`src/rtl/nx_fifo_wr_arb.sv`:
```
// nx_fifo_wr_arb: round-robin write-port arbiter sharing one FIFO among NREQ producers
//
// Locked bursts of up to MAX_BURST beats, zero-latency accept, FIFO full
// backpressure, a two-cycle clear sequence and a sticky overflow flag.
//
// Ports:
//   clk, rst_n            clock, asynchronous active-low reset
//   req, req_last         per-requester beat valid / end-of-burst marker
//   req_data              packed beat data, requester i at [i*DW +: DW]
//   gnt                   per-requester accept (combinational, one-hot or zero)
//   clear_req, clear_done flush request in, single-cycle completion pulse out
//   fifo_full/overflow    FIFO status in
//   fifo_wen/wdata/clear  FIFO write strobe, data and clear out
//   owner                 current or last grant holder
//   busy                  high while in BURST or CLEAR
//   err_overflow          sticky overflow flag
module nx_fifo_wr_arb #(
    parameter int NREQ      = 4,
    parameter int DW        = 1,
    parameter int MAX_BURST = 4
) (
    input  logic                     clk,
    input  logic                     rst_n,
    input  logic [NREQ-1:0]          req,
    input  logic [NREQ-1:0]          req_last,
    input  logic [NREQ*DW-1:0]       req_data,
    output logic [NREQ-1:0]          gnt,
    input  logic                     clear_req,
    output logic                     clear_done,
    input  logic                     fifo_full,
    input  logic                     fifo_overflow,
    output logic                     fifo_wen,
    output logic [DW-1:0]            fifo_wdata,
    output logic                     fifo_clear,
    output logic [$clog2(NREQ)-1:0]  owner,
    output logic                     busy,
    output logic                     err_overflow
);
    localparam int PW = $clog2(NREQ);
    localparam int BW = $clog2(MAX_BURST + 1);

    typedef enum logic [1:0] {IDLE, BURST, CLEAR} state_t;

    state_t          state_q, state_d;
    logic [PW-1:0]   rr_ptr_q, rr_ptr_d, owner_q, owner_d, win;
    logic [BW-1:0]   beat_cnt_q, beat_cnt_d;
    logic            clear_done_q, clear_done_d, err_q, err_d, found, acc;
    logic [NREQ-1:0] rot, gnt_c;
    logic [DW-1:0]   wdata;

    function automatic logic [PW-1:0] inc(input logic [PW-1:0] x);
        return (x == PW'(NREQ - 1)) ? '0 : x + 1'b1;
    endfunction

    // Requests rotated so bit k corresponds to requester (rr_ptr + k) mod NREQ.
    assign rot = NREQ'({req, req} >> rr_ptr_q);

    // Descending scan with overwrite leaves the lowest rotated offset as winner.
    always_comb begin
        win   = '0;
        found = 1'b0;
        for (int k = NREQ - 1; k >= 0; k--)
            if (rot[k]) begin
                found = 1'b1;
                win   = PW'((int'(rr_ptr_q) + k) % NREQ);
            end
    end

    // Grants are blocked by reset, a pending clear and FIFO full.
    always_comb begin
        gnt_c = '0;
        if (rst_n && !clear_req && !fifo_full) begin
            if (state_q == IDLE && found) gnt_c[win] = 1'b1;
            else if (state_q == BURST)    gnt_c[owner_q] = req[owner_q];
        end
    end

    always_comb begin
        wdata = '0;
        for (int i = 0; i < NREQ; i++)
            if (gnt_c[i]) wdata = req_data[i*DW +: DW];
    end

    assign acc = |(req & gnt_c);

    always_comb begin
        state_d      = state_q;
        rr_ptr_d     = rr_ptr_q;
        owner_d      = owner_q;
        beat_cnt_d   = beat_cnt_q;
        clear_done_d = 1'b0;
        err_d        = err_q | fifo_overflow;
        if (state_q == CLEAR) begin
            state_d      = IDLE;
            rr_ptr_d     = '0;
            beat_cnt_d   = '0;
            clear_done_d = 1'b1;
            err_d        = fifo_overflow;
        end else if (clear_req) begin
            state_d = CLEAR;
        end else if (state_q == IDLE) begin
            if (acc) begin
                owner_d = win;
                if (req_last[win] || MAX_BURST == 1) begin
                    rr_ptr_d = inc(win);
                end else begin
                    beat_cnt_d = BW'(1);
                    state_d    = BURST;
                end
            end
        end else if (acc) begin
            beat_cnt_d = beat_cnt_q + 1'b1;
            if (req_last[owner_q] || beat_cnt_q + 1'b1 == BW'(MAX_BURST)) begin
                state_d  = IDLE;
                rr_ptr_d = inc(owner_q);
            end
        end
    end

    always_ff @(posedge clk or negedge rst_n) begin
        if (!rst_n) begin
            state_q      <= IDLE;
            rr_ptr_q     <= '0;
            owner_q      <= '0;
            beat_cnt_q   <= '0;
            clear_done_q <= 1'b0;
            err_q        <= 1'b0;
        end else begin
            state_q      <= state_d;
            rr_ptr_q     <= rr_ptr_d;
            owner_q      <= owner_d;
            beat_cnt_q   <= beat_cnt_d;
            clear_done_q <= clear_done_d;
            err_q        <= err_d;
        end
    end

    assign gnt          = gnt_c;
    assign fifo_wen     = acc;
    assign fifo_wdata   = wdata;
    assign fifo_clear   = (state_q == CLEAR);
    assign busy         = (state_q != IDLE);
    assign clear_done   = clear_done_q;
    assign owner        = owner_q;
    assign err_overflow = err_q;
endmodule

```
`config.mk`:
```
export PLATFORM = sky130hd
export DESIGN_NAME = nx_fifo_wr_arb
export DESIGN_NICKNAME = d
export VERILOG_FILES = /design/src/rtl/nx_fifo_wr_arb.sv
export SDC_FILE = /design/constraint.sdc
export NUM_CORES = 1
export LEC_CHECK = 0
export CAP_MARGIN = 5
export CORE_ASPECT_RATIO = 1.25
export CORE_MARGIN = 5
export CORE_UTILIZATION = 48
export DETAILED_ROUTE_END_ITERATION = 8
export PLACE_DENSITY = 0.88
export SLEW_MARGIN = 20
export SYNTH_ARGS = -nofsm -noshare
export SYNTH_HDL_FRONTEND = slang
export SYNTH_SLANG_ARGS = --single-unit
```
`constraint.sdc`:
```
create_clock -name clk -period 2.9 [get_ports clk]
set_input_delay 0.58 -clock clk [delete_from_list [all_inputs] [get_ports clk]]
set_output_delay 0.58 -clock clk [all_outputs]
set_load 0.03 [all_outputs]
```
==> out/qor.csv <==
metric,value,unit
max-slew violation count,0,
Final Cycle Share,106.5,%
final hold vios,0,
"reg-to-reg slack, setup",-0.11,ns
Setup WS post-layout,-0.1894,ns
Worst Setup Start Kind,register,
Worst EP required,2.32,ns
grt ovf,0,
power after layout,1.378,mW
H-tree levels,1,
post-DP HPWL,2.988,mm
CORE AREA,2163,sq um
Max Freq,323.7,MHz
WS Path Type,register to output pin,
Worst Hold Endpoint,err_overflow,
area growth from synthesis to layout,86.16,%
reg2reg end,state_q[0],
synthesized flop and latch total,11,
CTS root buf,clkbuf_4,
post-synth cell types,40,
Fillers,81,
HP Class,register to register,
status,"finished, violations left",
Worst Path Arrival,2.51,ns
number of sinks on the clock net,11,
final instance area,2003,sq um
Final #Nets,233,
Final TNS setup,-0.5847,ns
dpl cells,211,
Die Wd,52.35,um
1st-pass router iterations,5,
syn nets,148,
Power per Cell Area,688.0,nW/um^2
Avg WL per Cell,27.00,um
Routed Antenna Nets,0,
cells on worst reg2reg path,15,
"non-filler cells, final",236,
Starting Density,49.74,%
number of cell rows,19,
total track usage,29.25,%
Cells after Synth,121,
largest net degree at the start of global routing,12,
drt total wl,6.371,mm
worst slew pin tran,0.5236,ns
layout cells sized above 1,50.73,%
RSZ-0062 raised after global routing,yes,
final core occ,92.60,%
IO Count,29,
Worst R2R Start,rr_ptr_q[0],
Worst Clk Skew,0.007302,ns
DP Area,1627,sq um
Setup Viol. Count Final,10,
vias per cell,6.750,
Peak VDD IR,0.0005362,V
CTS Buf Count,3,
drt first-iter violations,142,
# diodes,0,
Mapped Avg Cell Area,8.893,sq um
hold slack,0.5170,ns
Vias,1593,
"worst slack, placed",-1.023,ns
die area,3295,sq um
violated checks,setup timing,
Leak Pwr,0.9833,nW
Synthesis Warnings,0,
vias in the first global route,1463,
Clock Latency Late Sink,0.29,ns
area of the multi-input gates,920.9,sq um
sequential cell area,276.5,sq um
clock buffer depth,2,
hold path cells,1,
Tmin final,3.089,ns
Slew headroom,64.80,%
CTS tree,built,
Die Y,62.94,um
Worst-path clk slew,0.10,ns
kind of end point of the critical path,output pin,
synthesized area,1076,sq um
initial antenna violation count,0,
post-synthesis sequential area ratio,25.58,%
"critical path fanouts, max",3,
placer congestion estimate,0.8646,
Hold Path Origin,err_overflow,
global-route wire length before repair,7.327,mm
port bufs,28,
Max-Cap Viols,0,
residual DRC count,0,
-- registers in the layout, summed over array words and instances, names as in the netlist --
signal	cells
rr_ptr_q	2
err_overflow	1
clear_done	1
beat_cnt_q	3
state_q	2
owner	2
-- critical path: stages, from the launching register on --
cell	delay (ns)
dfrtp_1	0.44
nand2b_4	0.18
a21oi_2	0.13
a211o_1	0.22
inv_2	0.08
ha_4	0.17
a22oi_2	0.22
mux2i_1	0.30
nand3_1	0.13
a22o_1	0.21
buf_6	0.14
-- power by group --
group	switching [mW]	leakage, nW	internal, mW
clock	0.0729	0.0177	0.0513
sequential	0.0399	0.140	0.187
combinational	0.532	0.825	0.495
total	0.645	0.983	0.734
-- area by class of cell --
| cell class | count | share of cell area, % |
|---|---|---|
| multi-input cells | 97 | 45.97 |
| repair buffers | 82 | 34.73 |
| clock inverters | 1 | 0.2498 |
| flip-flops and latches | 11 | 13.80 |
| inverters | 11 | 2.186 |
| clock buffers | 3 | 1.124 |
| well taps | 31 | 1.936 |
-- logic make-up (layout without fill, tap and decap cells) --
kind of cell             Yosys count  after routing  share of synthesized area [%]
AO/OA/AOI/OAI                     43             43                          28.95
XOR/XNOR                           1              1                         0.8141
adder cells (fa/ha/maj)           10             10                          11.63
buffers and inverters             13             97                          4.650
flip-flops                        11             11                          25.58
multiplexers                       6              6                          8.837
AND/OR/NAND/NOR                   37             37                          19.54
-- Yosys cell counts (all sizes together) --
cell type / number / area [sq um]
a211o: 3 / 26.28
a211oi: 2 / 15.01
a21o: 2 / 15.01
a21oi: 8 / 40.04
a22o: 1 / 8.760
a22oi: 9 / 81.33
a31oi: 2 / 18.77
and2: 3 / 18.77
and4: 1 / 8.760
buf: 1 / 3.750
clkbuf: 1 / 5.000
dfrtp: 11 / 275.3
ha: 10 / 125.1
inv: 11 / 41.29
mux2: 2 / 22.52
mux2i: 2 / 20.02
mux4: 2 / 52.55
nand2: 9 / 33.78
nand2b: 4 / 25.02
nand3: 3 / 15.01
nand4b: 1 / 8.760
nor2: 7 / 26.28
nor2b: 2 / 12.51
nor3b: 3 / 33.78
o21a: 1 / 7.510
o21ai: 8 / 40.04
o221a: 1 / 11.26
o221ai: 1 / 8.760
o22ai: 1 / 6.260
o2bb2ai: 1 / 8.760
o31ai: 2 / 15.01
o41ai: 1 / 8.760
or2: 3 / 18.78
or3b: 1 / 8.760
xor2: 1 / 8.760
-- cells in the final DEF (no fill, tap or decap), types with 4 or more instances in the layout --
master           count
a21oi_1              4
a22oi_2              5
buf_4               53
buf_6                9
clkbuf_4             4
clkdlybuf4s50_1     18
dfrtp_1             10
ha_1                 6
ha_4                 4
inv_1                6
inv_2                4
nand2_1              8
nor2_1               5
o21ai_0              7
-- layer usage --
layer	up-vias	wire length [um]	global-route usage, %
met5	-	0	0
met4	0	403	13.42
met3	53	590	2.864
met2	163	3147	51.71
met1	755	2229	33.88
li1	622	-	-
-- how the worst max path moves through the flow --
stage / from / slack [ns] / depth (start not counted) / to
finish: rr_ptr_q[0] / -0.19 / 10 / fifo_wdata
global route: rr_ptr_q[0] / -0.24 / 10 / fifo_wdata
CTS: rr_ptr_q[0] / -0.003 / 10 / fifo_wdata
detailed placement: req[2] / -1.02 / 11 / fifo_wdata
global placement: req[2] / -0.84 / 11 / fifo_wdata
floorplan: owner[0] / 0.14 / 6 / fifo_wdata
-- repair_timing --
action                     in CTS  in global routing
setup endpoints to repair      13                  8
hold buffers                    0                  0
resized for setup              52                 26
pin swaps                      10                 18
setup buffers                  13                  9
No activity file was read; power rests on OpenSTA's default activity.
